[config.mk]
export PLATFORM = sky130hd
export DESIGN_NAME = i2s_rx
export DESIGN_NICKNAME = d
export VERILOG_FILES = /design/src/rtl/eq_pkg.sv /design/src/rtl/sync_2ff.sv /design/src/rtl/i2s_rx.sv
export SDC_FILE = /design/constraint.sdc
export NUM_CORES = 1
export LEC_CHECK = 0
export ABC_CLOCK_PERIOD_IN_PS = 6100
export BUFFER_PORTS_ARGS = -buffer_cell sky130_fd_sc_hd__buf_4
export CORE_MARGIN = 2
export CORE_UTILIZATION = 58
export DETAILED_ROUTE_END_ITERATION = 12
export PLACE_DENSITY = 0.79
export SKIP_LAST_GASP = 1
export SYNTH_ARGS = -nofsm -noshare
export SYNTH_HDL_FRONTEND = slang
export SYNTH_SLANG_ARGS = --single-unit
[constraint.sdc]
create_clock -name clk -period 6.1 [get_ports clk]
set_clock_uncertainty 0.05 [all_clocks]
set_input_delay 1.22 -clock clk [delete_from_list [all_inputs] [get_ports clk]]
set_output_delay 1.22 -clock clk [all_outputs]
set_load 0.1 [all_outputs]
[src/rtl/eq_pkg.sv]
// Shared types and constants for the I2S receiver: sample type, FSM states, default slot length.
package eq_pkg;
   localparam int I2S_WD_OUT    = 24;
   localparam int I2S_SLOT_BITS = 32;

   typedef logic signed [I2S_WD_OUT-1:0] sample_t;

   typedef enum logic [1:0] {IDLE, SKIP, SHIFT, PAD} rx_state_t;
endpackage

[src/rtl/sync_2ff.sv]
// Two-flop synchronizer for a single asynchronous input bit into the clk domain.
module sync_2ff (
   input  logic clk,
   input  logic reset,
   input  logic i_d,
   output logic o_q
);
   logic r_meta;
   logic r_sync;

   always_ff @(posedge clk or posedge reset) begin
      if (reset) begin
         r_meta <= 1'b0;
         r_sync <= 1'b0;
      end else begin
         r_meta <= i_d;
         r_sync <= r_meta;
      end
   end

   assign o_q = r_sync;
endmodule

[src/rtl/i2s_rx.sv]
// I2S stereo receiver: oversamples BCLK in the clk domain and delivers left/right sample pairs.
// Optional error counter output err_count is built when I2S_RX_ERR_CNT_EN is defined.
//
// state | meaning
// IDLE  | waiting for the first lrck 1->0 boundary
// SKIP  | boundary bit seen, discarding the one-bit I2S delay
// SHIFT | capturing data bits MSB first
// PAD   | word complete, ignoring bits until the next boundary
module i2s_rx
   import eq_pkg::*;
#(
   parameter int WD_OUT    = 24,
   parameter int SLOT_BITS = I2S_SLOT_BITS
) (
   input  logic                     clk,
   input  logic                     reset,
   input  logic                     i2s_bclk,
   input  logic                     i2s_lrck,
   input  logic                     i2s_sdata,
   output logic signed [WD_OUT-1:0] left_out,
   output logic signed [WD_OUT-1:0] right_out,
   output logic                     sample_valid,
   output logic                     frame_err
`ifdef I2S_RX_ERR_CNT_EN
   ,
   output logic [7:0]               err_count
`endif
);
   localparam int CNT_W = $clog2(SLOT_BITS);

   logic w_bclk, w_lrck, w_sdata;
   sync_2ff u_sync_bclk  (.clk(clk), .reset(reset), .i_d(i2s_bclk),  .o_q(w_bclk));
   sync_2ff u_sync_lrck  (.clk(clk), .reset(reset), .i_d(i2s_lrck),  .o_q(w_lrck));
   sync_2ff u_sync_sdata (.clk(clk), .reset(reset), .i_d(i2s_sdata), .o_q(w_sdata));

   rx_state_t          r_state, w_state_nxt;
   logic               r_bclk_prev, r_lrck_prev, r_chan, r_left_ok, r_publish;
   logic [CNT_W-1:0]   r_cnt;
   logic [WD_OUT-2:0]  r_shift;
   logic [WD_OUT-1:0]  r_hold_l, r_hold_r;
   logic               w_rise, w_bound, w_start;
   logic               w_load, w_shift, w_done, w_err, w_new_slot;
   logic [WD_OUT-1:0]  w_word;

   assign w_rise  = w_bclk & ~r_bclk_prev;
   assign w_bound = w_rise & (w_lrck != r_lrck_prev);
   assign w_start = w_bound & r_lrck_prev & ~w_lrck;
   assign w_word  = {r_shift, w_sdata};

   always_ff @(posedge clk or posedge reset) begin
      if (reset) r_state <= IDLE;
      else       r_state <= w_state_nxt;
   end

   always_comb begin
      w_state_nxt = r_state;
      w_load      = 1'b0;
      w_shift     = 1'b0;
      w_done      = 1'b0;
      w_err       = 1'b0;
      w_new_slot  = 1'b0;
      if (w_rise) begin
         case (r_state)
            IDLE: if (w_start) begin
               w_state_nxt = SKIP;
               w_new_slot  = 1'b1;
            end
            // first bit after the delay bit is the MSB, so it is loaded on leaving SKIP
            SKIP: if (w_bound) begin
               w_err      = 1'b1;
               w_new_slot = 1'b1;
            end else begin
               w_load      = 1'b1;
               w_state_nxt = SHIFT;
            end
            SHIFT: if (w_bound) begin
               w_err       = 1'b1;
               w_new_slot  = 1'b1;
               w_state_nxt = SKIP;
            end else if (r_cnt == CNT_W'(WD_OUT-2)) begin
               w_done      = 1'b1;
               w_state_nxt = PAD;
            end else begin
               w_shift = 1'b1;
            end
            PAD: if (w_bound) begin
               w_state_nxt = SKIP;
               w_new_slot  = 1'b1;
            end
            default: w_state_nxt = IDLE;
         endcase
      end
   end

   always_ff @(posedge clk or posedge reset) begin
      if (reset) begin
         r_bclk_prev  <= 1'b0;
         r_lrck_prev  <= 1'b0;
         r_chan       <= 1'b0;
         r_left_ok    <= 1'b0;
         r_publish    <= 1'b0;
         r_cnt        <= '0;
         r_shift      <= '0;
         r_hold_l     <= '0;
         r_hold_r     <= '0;
         left_out     <= '0;
         right_out    <= '0;
         sample_valid <= 1'b0;
         frame_err    <= 1'b0;
      end else begin
         r_bclk_prev <= w_bclk;
         if (w_rise) r_lrck_prev <= w_lrck;
         if (w_new_slot) r_chan <= w_lrck;
         if (w_load) begin
            r_shift <= {{(WD_OUT-2){1'b0}}, w_sdata};
            r_cnt   <= '0;
         end
         if (w_shift) begin
            r_shift <= {r_shift[WD_OUT-3:0], w_sdata};
            r_cnt   <= r_cnt + 1'b1;
         end
         if (w_err) r_left_ok <= 1'b0;
         if (w_done) begin
            if (!r_chan) begin
               r_hold_l  <= w_word;
               r_left_ok <= 1'b1;
            end else begin
               if (r_left_ok) r_hold_r <= w_word;
               r_left_ok <= 1'b0;
            end
         end
         // right word without a good left partner is dropped
         r_publish    <= w_done & r_chan & r_left_ok;
         sample_valid <= r_publish;
         if (r_publish) begin
            left_out  <= r_hold_l;
            right_out <= r_hold_r;
         end
         frame_err <= w_err;
      end
   end

`ifdef I2S_RX_ERR_CNT_EN
   logic [7:0] r_err_cnt;
   always_ff @(posedge clk or posedge reset) begin
      if (reset)                            r_err_cnt <= '0;
      else if (frame_err && r_err_cnt != 8'hFF) r_err_cnt <= r_err_cnt + 8'd1;
   end
   assign err_count = r_err_cnt;
`endif
endmodule

# Yosys cells after proc, flatten, opt, wreduce, memory -nomap -nowiden
# Index checks and enable logic that the tools add are counted.
[totals]
reg_bits = 139
latch_bits = 0
ram_bits = 0
rom_bits = 0
inputBits = 5
out_inout_bits = 50
word_cells = 77
n_memories = 0
[classes]
add_sub_neg = 1
mul = 0
div_mod_pow = 0
n_lt_le_gt_ge = 0
eq_ne = 9
shift = 0
n_mux = 30
bitwise_logic = 9
reduce_logical = 8
[ops]
columns = ["op", "n"]
rows = [
  ["$mux 23", 2],
  ["$mux 1", 19],
  ["$mux 2", 5],
  ["$mux 5", 2],
  ["$pmux 2 s4", 1],
  ["$and 1x1->1", 6],
  ["$ne 2x2->1 const B", 3],
  ["$add 5x1->5 const B", 1],
  ["$eq 5x5->1 const B", 1],
  ["$reduce_and 5->1", 1],
  ["$eq 2x2->1 const B", 2],
  ["$reduce_bool 2->1", 2],
  ["$ne 3x3->1 const B", 1],
  ["$not 1->1", 3],
  ["$reduce_and 3->1", 1],
  ["$reduce_or 3->1", 1],
  ["$eq 2x1->1 const B", 1],
  ["$logic_not 2->1", 1],
  ["$pmux 1 s2", 1],
  ["$reduce_and 2->1", 1],
  ["$reduce_or 2->1", 1],
  ["$ne 1x1->1", 1],
]

# Depth between registers and ports, before layout
# Gate-level depths: netlist of the first run.
[logic_depth]
word_depth = 8
mapped_depth = 7
mapped_depth_nobuf = 6

# Hierarchy
# From an unflattened synthesis of the first run, not the netlist that was laid out.
[hier_totals]
hier_cells = 340
hier_area_um2 = 5308.8
[modules_own_cells]
columns = ["mod", "n_inst", "cells_per_inst", "area_each_um2", "seq_area_each_um2"]
rows = [
  ["i2s_rx", 1, 331, 5147.4, 3328.2],
  ["sync_2ff", 3, 3, 53.8, 50.0],
]

# Least setup slack after synthesis of the first run
# Ideal clock, no wire load.
[synth_timing]
path_type = "register to output"
startpoint = "register left_out[0]"
endpoint = "output left_out[0]"
arrival_time_ps = 895
required_time_ps = 4830
slack_ps = 3935
stages_incl_launch_ff = 1
path_buffers = 0
path_cell_list = "dfrtp_1"
[synth_lines]
columns = ["item", "line", "source"]
rows = [
  ["start, declared", "i2s_rx.sv:20", "output logic signed [WD_OUT-1:0] left_out,"],
  ["start signal, assigned", "i2s_rx.sv:136", "left_out <= r_hold_l;"],
]
# No word-level cell between the ends.

# Worst setup path after layout of the first run
[layout_timing]
startpoint = "register right_out[20]"
endpoint = "output right_out[20]"
[layout_lines]
columns = ["item", "line", "source"]
rows = [
  ["start, declared", "i2s_rx.sv:21", "output logic signed [WD_OUT-1:0] right_out,"],
  ["start signal, assigned", "i2s_rx.sv:137", "right_out <= r_hold_r;"],
]
# No word-level cell between the ends.

==> results of run 1 <==
==> worst paths after layout <==
path / startpoint / to / slack, ps / depth (start not counted)
worst max-delay path: right_out[20]$_DFFE_PP0P_ / right_out[20] / 3630 / 1
worst min-delay path: u_sync_lrck.r_meta$_DFF_PP0_ / u_sync_lrck.o_q$_DFF_PP0_ / 300 / 0
worst max register to register: u_sync_bclk.o_q$_DFF_PP0_ / r_hold_r[1]$_DFFE_PP0P_ / 3740 / 4
worst min register to register: u_sync_lrck.r_meta$_DFF_PP0_ / u_sync_lrck.o_q$_DFF_PP0_ / 300 / 0
max in group asynchronous: reset / r_hold_l[6]$_DFFE_PP0P_ / 4110 / 3
min in group asynchronous: reset / r_hold_r[0]$_DFFE_PP0P_ / 820 / 2
==> state kept, by name, summed over array words and instances, names as in the netlist <==
| signal | cells |
|---|---|
| frame_err | 1 |
| u_sync_sdata.r_meta | 1 |
| u_sync_lrck.r_meta | 1 |
| u_sync_bclk.o_q | 1 |
| u_sync_sdata.o_q | 1 |
| r_state | 2 |
| u_sync_bclk.r_meta | 1 |
| r_left_ok | 1 |
| r_publish | 1 |
| sample_valid | 1 |
| r_chan | 1 |
| r_bclk_prev | 1 |
| r_shift | 23 |
| r_hold_l | 24 |
| r_lrck_prev | 1 |
| r_cnt | 5 |
| r_hold_r | 24 |
| left_out | 24 |
| right_out | 24 |
| u_sync_lrck.o_q | 1 |
==> metrics by stage <==
step | setup WS (ps) | power (mW) | std cells | cell area [um^2]
floorplan | 1105 | 1.072 | 332 | 5439
global placement | 3589 | 1.094 | 483 | 5869
detailed placement | 3546 | 1.104 | 483 | 5869
CTS | 3608 | 2.199 | 515 | 6505
global route | 3592 | 2.264 | 515 | 6505
finish | 3625 | 2.182 | 515 | 6505
==> where the power goes <==
part,switching [mW],internal [mW],total (mW)
registers,0.0220,0.942,0.964
clock network,0.387,0.707,1.09
logic,0.0803,0.0426,0.123
==> cell families (layout without fill, tap and decap cells) <==
kind of cell,after synthesis,after routing
DFF,139,139
muxes,99,99
AOI/OAI and AO/OA,37,37
and+or+nand+nor,24,24
buffers and inverters,23,95
adders and majority gates,6,6
xor gates and xnor gates,4,4
==> cell usage in the layout, fill, tap and decap left out, drive strengths merged, types with 2 or more instances in the layout <==
cell      synthesis  final
dfrtp           139    139
mux2             98     98
buf              13     56
a22o             25     25
clkbuf            3     18
inv               7      9
nand3             6      6
ha                6      6
o21ai             5      5
bufinv            0      5
nand2             4      4
clkinv            0      4
nor2b             3      3
clkinvlp          0      3
xnor2             3      3
nor2              2      2
==> layer usage <==
metal / vias up / GRT usage (%)
met5: - / 0
met4: 0 / 6.849
met3: 13 / 6.449
met2: 64 / 33.33
met1: 1548 / 26.72
li1: 1312 / -
==> area by class of cell <==
type | count | area [um^2] | share of cell area [%]
repair buffers | 56 | 420.4 | 6.463
flip-flops and latches | 139 | 3480 | 53.49
clock buffers | 18 | 417.9 | 6.424
multi-input cells | 170 | 1799 | 27.66
clock inverters | 14 | 217.7 | 3.347
well taps | 111 | 138.9 | 2.135
inverters | 7 | 31.28 | 0.4809
==> results.txt, run 1 <==
- Synth top cells by count: dfrtp_1, mux2_2, a22o_1, mux2_1, mux2_4
* H-tree lvl count: 4
- Dominant cell type by area after synthesis: dfrtp_1
* Sequential cell area fraction in the yosys report: 63.95%
- Clock Latency Late Sink: 520 ps
- Max-slew violations: 0
- Global router's overall resource usage: 20.63%
- Hold violation total from the final report: 0
- ANT nets after route: 0
- Data arrives at the worst endpoint at 1200 ps.
* Antenna violations before repair: 0
* Floorplan die area: 0.01017 mm^2
* Post-synthesis xor/xnor area fraction: 0.7821%
- Across the run, the number of max-cap violations was 0.
* Fraction of the mapped netlist area in simple logic gates: 3.543%
- Fmax achieved: 404.1 MHz
- The detailed router finished its first iteration with 133 violations.
* RSZ-0062 raised after global routing: false
* Detailed-route DRC error count: 0
- Buffers inserted to repair hold after CTS numbered 0.
* Cell type of the slowest stage on the worst timing path: dfrtp_1
* Width of the die: 100.8 um
- # Post-CTS Setup Buffers: 0
- Number of clock sinks: 139
- Detailed route wirelength on metal2: 4.758 mm
- Ordered list of cells on the worst path: buf_4
- Entering global routing, the biggest net connects 106 pins.
- Synth Cell Area: 0.005439 mm^2
* Total power per unit cell area: 335.4 mW/mm^2
- Final hold analysis gives a worst-case slack of 299.0 ps.
* Fill cell total of the finished layout: 573
* TritonCTS clock tree: built
- Worst Max-Slew Pin Slew: 1042 ps
- Summed over all layers, the routed wires come to 9.277 mm.
- Die Y: 100.8 um
* Proportion of synthesized flip-flops having asynchronous set or reset: 100.0%
- Fraction of layout instances using a drive strength above 1: 43.32%
- Synthesis instantiated 39 different standard cells from the library.
- Counting every instance in the synthesized netlist gives 332.
- Along the worst path, the maximum fanout reaches 2.
* Fin crit share: 40.57%
* Via count of the first global-routing pass: 3128
- IR analysis of the VDD net gives a maximum drop of 0.0002226 V.
- DR pass1 iterations: 4
* Max-Slew Margin vs Limit: 30.55%
- By area, the combinational part of the netlist is dominated by multiplexers.
* Number of CTS-inserted buffers: 17
- Once the floorplan was initialized, standard cells occupied 59.43% of the core.
- The core region is 0.009153 mm^2.
* Highest metal layer used by the detailed router: met4
* Type of element capturing the critical path: primary output
- Clock-pin slew on the worst setup and hold paths: 60 ps
- Kind of cell with the highest combined delay on the critical path: flip-flops
- The run finished with clean final reports.
- Adder-cell share of the synthesized area: 1.380%
- STA puts the critical path data required time at 4830 ps.
- Met3 Routed Length: 324 um
- Dividing the detail-routed via count by the number of cells gives 5.703.
- Routability-driven placement finished with a final weighted congestion of 0.7650.
- Finish-stage setup viols: 0
- Clock buffer depth: 2
- Aggregate global routing overflow: 0
- After layout, the minimum clock period comes to 2475 ps.
* Startpoint class of the critical path: flop
* Post-cts gate resize count: 0
- For this run, the share of the core covered by cells in the final layout is 71.07%.
* Final-stage net count: 402
- Port Buffers: 54
- Total of flip-flops plus latches after synthesis: 139
- Count of flip-flops with a built-in enable after synthesis: 0
* Total inserted antenna cells: 0
* Share of synthesized area spent on multiplexers: 21.79%
- Area fraction in compound gates after synthesis: 5.590%
* Row Count: 35
* Proportion of netlist area held by the largest area contributor: 63.95%
* Leakage power figure: 3.392 nW
- In the final routed layout, each cell accounts on average for 18.01 um.
- The wire-length estimate of the detail-placed layout is 5.439 mm.
- For this block, wires on met1 add up to 4.071 mm.
- Root Driver: clkbuf_8
- Leading cell type by number of instances after synthesis: dfrtp_1
- Top-Level Pins: 55
* Worst path max stage delay: 380 ps
- The final route contains 2937 vias.
* Worst min path class: flop to flop
* Synth Warn #: 0
- Critical Setup Path Class: flop to primary output
- Relative to the synthesized area, the layout overhead comes to 19.60%.
* Setup TNS after final layout: 0 ps
- Global-route wire length before repair: 15.82 mm
- By area the synthesized netlist is led by dfrtp_1, mux2_2, mux2_4.
* Per-instance average area after synthesis: 16.38 um^2
- Net count after synthesis: 343
- Among all flip-flop cells after synthesis, the most frequent one is dfrtp_1.
- Buffers & Inverters on Critical Path: 1
No activity file was read; power rests on OpenSTA's default activity.
==> run 2, diff against run 1 <==
--- a/config.mk
+++ b/config.mk
@@ -5,7 +5,8 @@
 export SDC_FILE = /design/constraint.sdc
 export NUM_CORES = 1
 export LEC_CHECK = 0
-export ABC_CLOCK_PERIOD_IN_PS = 6100
+export ABC_AREA = 1
+export ABC_CLOCK_PERIOD_IN_PS = 2310
 export BUFFER_PORTS_ARGS = -buffer_cell sky130_fd_sc_hd__buf_4
 export CORE_MARGIN = 2
 export CORE_UTILIZATION = 58
==> constraint.sdc (replaced) <==
create_clock -name clk -period 2.31 [get_ports clk]
set_clock_uncertainty 0.05 [all_clocks]
set_input_delay 0.462 -clock clk [delete_from_list [all_inputs] [get_ports clk]]
set_output_delay 0.462 -clock clk [all_outputs]
set_load 0.1 [all_outputs]
==> run 2 against run 1 <==
Compared with the run above:
- critical path depth is 8 higher
- clock power rose by 140%
- combinational power rose to 3.1 times the previous value
- worst setup slack got worse by 3300 ps
- critical endpoint is now r_hold_r[14]$_DFFE_PP0P_
- sequential cell count is the same
- synthesized cell count is 36% higher
==> results.txt, run 2 <==
* Outcome: finished, final reports clean
- Cell type of the slowest stage on the worst timing path: dfrtp_1
- Critical register-to-register path startpoint: r_cnt[0]$_DFFE_PP0P_
- Headroom to the max-slew limit came out at 52.06%.
- Starting utilization of the core area: 58.87%
- After layout, the design draws a total of 5.566 mW.
- For this run, the number of Yosys warnings is 0.
* Count of flip-flops with a built-in enable after synthesis: 0
- The worst setup path is of the flop to flop kind.
- Buffers added to address setup during post-CTS repair amount to 0.
* Worst-path maximum fanout: 35
- Worst EP arrival: 2350 ps
- Across all register-to-register paths, the minimum setup slack is 330 ps.
- The most critical setup path has its endpoint at r_hold_r[14]$_DFFE_PP0P_.
* Pin count of the biggest net entering global routing: 140
* Aggregate global routing overflow: 0
- Floorplan die area: 0.01003 mm^2
- The synthesized netlist occupies a cell area of 0.005363 mm^2.
- Cell seen most often among critical-path stages: nand2_2
- At the pin with the least slew margin, the transition time is 719.0 ps.
- Number of CTS-inserted buffers: 17
* Fin crit share: 85.65%
- Global router's overall resource usage: 21.26%
- Port Buffers: 54
* WP depth: 9
- Final period demand of the worst path: 1979 ps
- Top-Level Pins: 55
- The share of total power dissipated in sequential elements is 45.9%.
- The final layout contains routed wiring with a total length of 9.533 mm.
- The synthesized design devotes to its leading area cell type 64.86% of total area.
- For this run, the slowest stage of the critical path takes 400 ps.
* Per-instance average area after synthesis: 11.86 um^2
- In this run the power spent charging and discharging nets is 1.363 mW.
- Max-cap violations in this run came to 0.
- Relative to the synthesized area, the layout overhead comes to 20.53%.
* Clock-pin slew on the worst setup and hold paths: 60 ps
* Fraction of layout instances using a drive strength above 1: 30.93%
- In this run the power density over the cells is 861.1 mW/mm^2.
- After detailed routing, the number of remaining DRC violations is 0.
- P_int: 4.203 mW
- Cell types with the largest area share after synthesis: dfrtp_1, mux2_2, nand2_1
- Die Y: 100.2 um
- Ranked by instance count, the synthesized netlist is headed by dfrtp_1, nand2_1, mux2_2, o21ai_0, inv_1.
* Hold_ws: 76.11 ps
- Final-stage net count: 525
- The H-tree was split into 4 levels.
* TritonCTS clock tree: built
* Reg2reg path depth: 9
- Counting every instance in the synthesized netlist gives 452.
- CORE AREA: 0.009109 mm^2
* Leading cell type by number of instances after synthesis: dfrtp_1
- Detailed-route wire length per cell: 14.94 um
* RSZ-0062 raised after global routing: false
- Synthesis produced a netlist with a net count of 463.
- Among all flip-flop cells after synthesis, the most frequent one is dfrtp_1.
* Combinational cell fraction of total power: 6.9%
- The clock network is responsible for 47.2% of the overall power.
* Clock Latency Late Sink: 520 ps
- Summed over all cells, the static leakage comes to 3.201 nW.
- IR analysis of the VDD net gives a maximum drop of 0.0005934 V.
- After floorplanning, the core was divided into 35 placement rows.
- The detail route stage leaves a number of antenna-violating nets equal to 0.
- Worst setup path start: r_cnt[0]$_DFFE_PP0P_
- Unique cell type count in the Yosys netlist: 27
- The number of endpoints with negative hold slack in the final report came to 0.
* Clock buffer depth: 2
- Average via count per standard cell: 5.404
* Leading cell type in the layout, fill and taps excluded: dfrtp_1
- The first global-routing pass estimated 16.46 mm of wire.
* Setup TNS after final layout: 0 ps
- Pre-CTS worst setup slack: 367.0 ps
- Final GP Congestion: 0.7987
- Number of clock sinks: 139
- Root Driver: clkbuf_8
- Walking the worst path, the cells encountered are inv_1 > ha_1 > nand2_1 > nor2_2 > nand2_2 > nor2_4 > nand2_2 > buf_4 > o21ai_0.
* Total of flip-flops plus latches after synthesis: 139
* Fill cell total of the finished layout: 621
- Sequential cell area fraction in the yosys report: 64.86%
* Terminus of the critical flop-to-flop path: r_hold_r[14]$_DFFE_PP0P_
- The first detailed-routing pass ran for 5 iterations.
* Max-slew violations: 0
- The critical path contains buffers and inverters numbering 2 combined.
- The worst hold path belongs to the class input pin to async pin.
- The die is 100.2 um wide.
- Setup violations remaining at the end of the flow were counted as 0.
- The biggest area contributor in the post-synthesis netlist is dfrtp_1.
- Based on the critical path, the design can be clocked at up to 505.4 MHz.
* Worst Path Required: 2680 ps
- Type of element capturing the critical path: flop
* Switching power as a share of total power: 24.49%
* Most frequent cells in the layout: dfrtp_1, nand2_1, buf_4, mux2_2, o21ai_0
* Total inserted antenna cells: 0
* DRC marker count from the first detailed-route iteration: 209
* Via count: 3448
- The number of global-route vias before repair came to 3415.
* Final HPWL from detailed placement: 5.694 mm
- Kind of cell with the highest combined delay on the critical path: simple AND/OR/NAND/NOR gates
- Setup slack closes at 331.4 ps.
* Startpoint class of the critical path: flop
* Antenna violations before repair: 0
* Proportion of synthesized flip-flops having asynchronous set or reset: 100.0%
[run 2: cell type report]
type | count | area [um^2] | share of cell area (%)
Tap cell | 111 | 138.9 | 2.149
Inverter | 40 | 153.9 | 2.381
Timing Repair Buffer | 62 | 498.0 | 7.704
Clock inverter | 13 | 143.9 | 2.226
Clock buffer | 19 | 441.7 | 6.833
Sequential cell | 139 | 3480 | 53.83
Multi-Input combinational cell | 254 | 1608 | 24.87
[run 2: what timing repair did]
item                      4_1_cts  5_1_grt
hold endpoints to repair        3        0
gates resized for setup         0        0
hold buffers                    3        0
[run 2: worst min path at each step]
stage	endpoint	slack [ps]	cells past startpoint
final	left_out[18]$_DFFE_PP0P_	80	3
after CTS	r_hold_r[13]$_DFFE_PP0P_	130	3
after detailed placement	u_sync_bclk.o_q$_DFF_PP0_	290	0
after floorplan	u_sync_bclk.o_q$_DFF_PP0_	280	0
after global placement	u_sync_bclk.o_q$_DFF_PP0_	280	0
after global routing	left_out[18]$_DFFE_PP0P_	190	3
[run 2: cells by family (layout without fill, tap and decap cells)]
logic type	count (synthesis)	in the layout	share of synthesized area, %
AO/OA/AOI/OAI	85	85	8.726
XOR/XNOR	3	3	0.4901
adder cells (fa/ha/maj)	6	6	1.400
buffers and inverters	59	134	5.156
flip-flops	139	139	64.86
multiplexers	48	48	10.08
AND/OR/NAND/NOR	112	112	9.286
[run 2: metal layers]
| layer | global-route usage [%] | vias to the layer above | part of all wire [%] |
|---|---|---|---|
| met5 | 0 | - | 0 |
| met4 | 8.641 | 0 | 1.3 |
| met3 | 5.571 | 10 | 4.1 |
| met2 | 32.78 | 79 | 51 |
| met1 | 29.20 | 1750 | 43 |
| li1 | - | 1609 | - |
[run 2: metrics by stage]
step | util, % | area (um^2) | std cells
detailed placement | 64.20 | 5848 | 603
floorplan | - | 5366 | 452
CTS | 70.96 | 6464 | 638
global placement | 64.20 | 5848 | 603
global route | 70.96 | 6464 | 638
finish | 70.96 | 6464 | 638
[run 2: power by group through the flow]
stage	registers [mW]	logic (mW)	clock network (mW)
CTS	2.55	0.392	2.66
floorplan	2.60	0.281	0
finish	2.55	0.386	2.63
global route	2.56	0.445	2.78
global placement	2.59	0.361	0
detailed placement	2.59	0.379	0
[run 2: tightest hold or removal path, cell delays in order]
cell	delay [ps]
buf_4	120
clkinvlp_4	70
buf_12	470
==> run 3, diff against run 2 <==
--- a/config.mk
+++ b/config.mk
@@ -8,11 +8,14 @@
 export ABC_AREA = 1
 export ABC_CLOCK_PERIOD_IN_PS = 2310
 export BUFFER_PORTS_ARGS = -buffer_cell sky130_fd_sc_hd__buf_4
+export CELL_PAD_IN_SITES_DETAIL_PLACEMENT = 0
+export CELL_PAD_IN_SITES_GLOBAL_PLACEMENT = 1
 export CORE_MARGIN = 2
-export CORE_UTILIZATION = 58
+export CORE_UTILIZATION = 47
 export DETAILED_ROUTE_END_ITERATION = 12
-export PLACE_DENSITY = 0.79
+export PLACE_DENSITY_LB_ADDON = 0.1
 export SKIP_LAST_GASP = 1
 export SYNTH_ARGS = -nofsm -noshare
 export SYNTH_HDL_FRONTEND = slang
+export SYNTH_HIERARCHICAL = 1
 export SYNTH_SLANG_ARGS = --single-unit
==> run 3 against run 2 <==
Compared with the run above:
- sequential share of layout area shrank 2.4 points
- critical path type unchanged
- hold slack gained 25 ps
- maximum frequency grew 2.6%
- power grew 5.1%
- utilization shrank 12 points
- via count grew 5.9%
- non-clock buffer count grew 3
- cell area grew 4.7%
- die area grew 27%
==> results.txt, run 3 <==
- Detailed-route DRC error count: 0
* Via count of the first global-routing pass: 3715
- Aggregate global routing overflow: 0
- Net count after synthesis: 499
* Finish-stage setup viols: 0
- Per-instance average area after synthesis: 11.39 um^2
- After synthesis, the share of flip-flops with an asynchronous set or reset is 100.0%.
* Root Driver: clkbuf_16
- Leading cell type in the layout, fill and taps excluded: dfrtp_1
* Number of clock sinks: 139
* Most frequent cells in the layout: dfrtp_1, nand2_1, buf_4, nand4_1, mux2_2
- For this configuration, the core starts out at a cell density of 48.49%.
- Average via count per standard cell: 5.219
- The die covers 0.01272 mm^2.
- In this run the tool buffered the top-level ports with 54 buffer cells.
- In the synthesized netlist, the cells that appear most often are dfrtp_1, nand2_1, nand4_1, mux2_2, inv_1.
* Worst-path maximum fanout: 25
- The worst path uses 83.47% of the clock period.
- The number of endpoints with negative hold slack in the final report was 0.
* H-tree lvl count: 4
- Clock Latency Late Sink: 420 ps
* Area growth syn-to-layout: 21.71%
- IR analysis of the VDD net gives a maximum drop of 0.0004491 V.
- Fill cell total of the finished layout: 978
* R2R setup slack: 380 ps
- The Yosys step of the flow raised 6 warnings.
- Fraction of layout instances using a drive strength above 1: 28.19%
- Critical register-to-register path startpoint: r_state[0]$_DFFE_PP0P_
* Startpoint class of the critical path: flop
- In this run the most critical hold path is launched from i2s_bclk.
- Timing would allow up to 518.6 MHz.
* Outcome: finished, final reports clean
- Type of element capturing the critical path: flop
- Entering global routing, the biggest net connects 47 pins.
* Antenna violations before repair: 0
- DRC marker count from the first detailed-route iteration: 274
- Worst min path class: input pin to flop
- Terminus of the critical flop-to-flop path: r_hold_l[20]$_DFFE_PP0P_
- Global-route wire length before repair: 18.44 mm
- Counting along the longest clock path gives a buffer depth of 2.
- Setup TNS after final layout: 0 ps
- At the end of routability-driven placement, the weighted congestion stood at 0.7141.
- The design draws 5.852 mW.
* Via count: 3653
* Unique cell type count in the Yosys netlist: 30
- Total of flip-flops plus latches after synthesis: 139
- Number of CTS-inserted buffers: 17
- For hold timing, the worst endpoint is u_sync_bclk/r_meta$_DFF_PP0_.
* Leakage power figure: 3.555 nW
* ANT nets after route: 0
* TritonCTS clock tree: built
- Cell types with the largest area share after synthesis: dfrtp_1, mux2_2, nand2_1
* Proportion of netlist area held by the largest area contributor: 62.56%
- Worst Max-Slew Pin Slew: 604.5 ps
- Max-slew violations: 0
- Die Y: 112.8 um
- Dominant cell type by area after synthesis: dfrtp_1
- Worst EP arrival: 2180 ps
- The critical path in this run is classified as flop to flop.
* Final HPWL from detailed placement: 7.017 mm
* Count of flip-flops with a built-in enable after synthesis: 0
* Synth Cell Area: 0.005560 mm^2
- In this run the power density over the cells is 864.7 mW/mm^2.
* Sequential cell area fraction in the yosys report: 62.56%
- Final wirelength: 10.68 mm
- The number of antenna diodes in the final layout is 0.
- Max-cap violations in this run came to 0.
- Buffers added to address setup during post-CTS repair amount to 0.
- Mapped Cells: 488
* Most used flip-flop cell after synthesis: dfrtp_1
- DR pass1 iterations: 5
- Detailed-route wire length per cell: 15.26 um
- Measured along the x axis, the die boundary spans 112.8 um.
- Leading cell type by number of instances after synthesis: dfrtp_1
* Top-Level Pins: 55
- The initialized floorplan defines 39 standard-cell rows.
- The floorplan step defined a core boundary enclosing 0.01147 mm^2.
- In the final design database the tool counted 555 nets.
- The number of cells on the worst reg-to-reg path is 7.
- Setup repair after global routing left no endpoint under its margin.
- Global routing used 18.53% of the available tracks.
- Clock-pin slew on the worst setup and hold paths: 60 ps
- Worst Path Required: 2560 ps
- The worst path in the final design needs a cycle of 1928 ps, including I/O delays and setup.
- The worst pin sits at a relative slew slack of 59.61%.
- Number of cells traversed by the worst hold path: 1
-- run 3: layout make-up --
type,count,area [um^2],share of cell area [%]
clock inverter,7,135.1,1.997
multi-input combinational,279,1775,26.23
tap,143,178.9,2.644
inverter,42,162.7,2.403
timing repair buffer,65,540.5,7.987
sequential,139,3480,51.41
clock buffer,25,495.5,7.321
-- run 3: worst max-delay path by stage --
stage,from,to,slack [ps],depth (start not counted)
finish,r_state[0]$_DFFE_PP0P_,r_hold_l[20]$_DFFE_PP0P_,380,7
global route,r_state[0]$_DFFE_PP0P_,r_hold_r[11]$_DFFE_PP0P_,180,7
CTS,r_state[0]$_DFFE_PP0P_,r_hold_r[10]$_DFFE_PP0P_,340,7
detailed placement,r_state[0]$_DFFE_PP0P_,r_hold_r[11]$_DFFE_PP0P_,380,7
global placement,r_cnt[0]$_DFFE_PP0P_,r_hold_r[7]$_DFFE_PP0P_,420,7
floorplan,reset,frame_err$_DFF_PP0_,150,1
-- run 3: layer usage --
| layer | vias up | part of all wire (%) | GRT usage [%] |
|---|---|---|---|
| li1 | 1767 | - | - |
| met1 | 1795 | 48 | 25.28 |
| met2 | 75 | 47 | 28.42 |
| met3 | 16 | 3.6 | 4.499 |
| met4 | 0 | 1.8 | 8.293 |
| met5 | - | 0 | 0 |
-- run 3: report_power, final --
part | internal (mW) | leakage [nW] | switching, mW | total, mW
registers | 2.49 | 1.92 | 0.0509 | 2.54
logic | 0.118 | 1.33 | 0.309 | 0.427
clock network | 1.92 | 0.311 | 0.966 | 2.88
total | 4.53 | 3.56 | 1.33 | 5.85
-- run 3: repair_timing --
action | in CTS | in global routing
endpoints found under the setup margin | 0 | 0
hold buffers | 1 | 0
endpoints found under the hold margin | 6 | 0
gates resized for setup | 0 | 0
-- run 3: cells by family (layout without fill, tap and decap cells) --
family	count (synthesis)	after routing	share of synthesized area, %
adder cells (fa/ha/maj)	6	6	1.350
AND/OR/NAND/NOR	189	189	16.88
AO/OA/AOI/OAI	33	33	3.510
buffers and inverters	70	139	5.513
flip-flops	139	139	62.56
multiplexers	48	48	9.721
XOR/XNOR	3	3	0.4726
-- run 3: worst max-delay path, stage by stage (launching register included) --
cell,delay (ps)
dfrtp_1,410
inv_1,90
ha_1,250
nand2_4,100
nor2_8,300
nand3_4,370
nand2_1,170
nand2_1,60
-- run 3: per-stage QoR --
| stage | util (%) | area (um^2) | hold slack [ps] | worst slack, ps | std cells |
|---|---|---|---|---|---|
| 5_1_grt | 59.02 | 6768 | 86.05 | 181.0 | 700 |
| 4_1_cts | 59.02 | 6768 | 75.32 | 344.3 | 700 |
| 6_report | 59.02 | 6768 | 101.3 | 381.9 | 700 |
| 2_1_floorplan | - | 5564 | 153.2 | 146.8 | 488 |
| 3_3_place_gp | 53.43 | 6127 | 284.9 | 423.1 | 667 |
| 3_5_place_dp | 53.43 | 6127 | 286.4 | 384.7 | 667 |
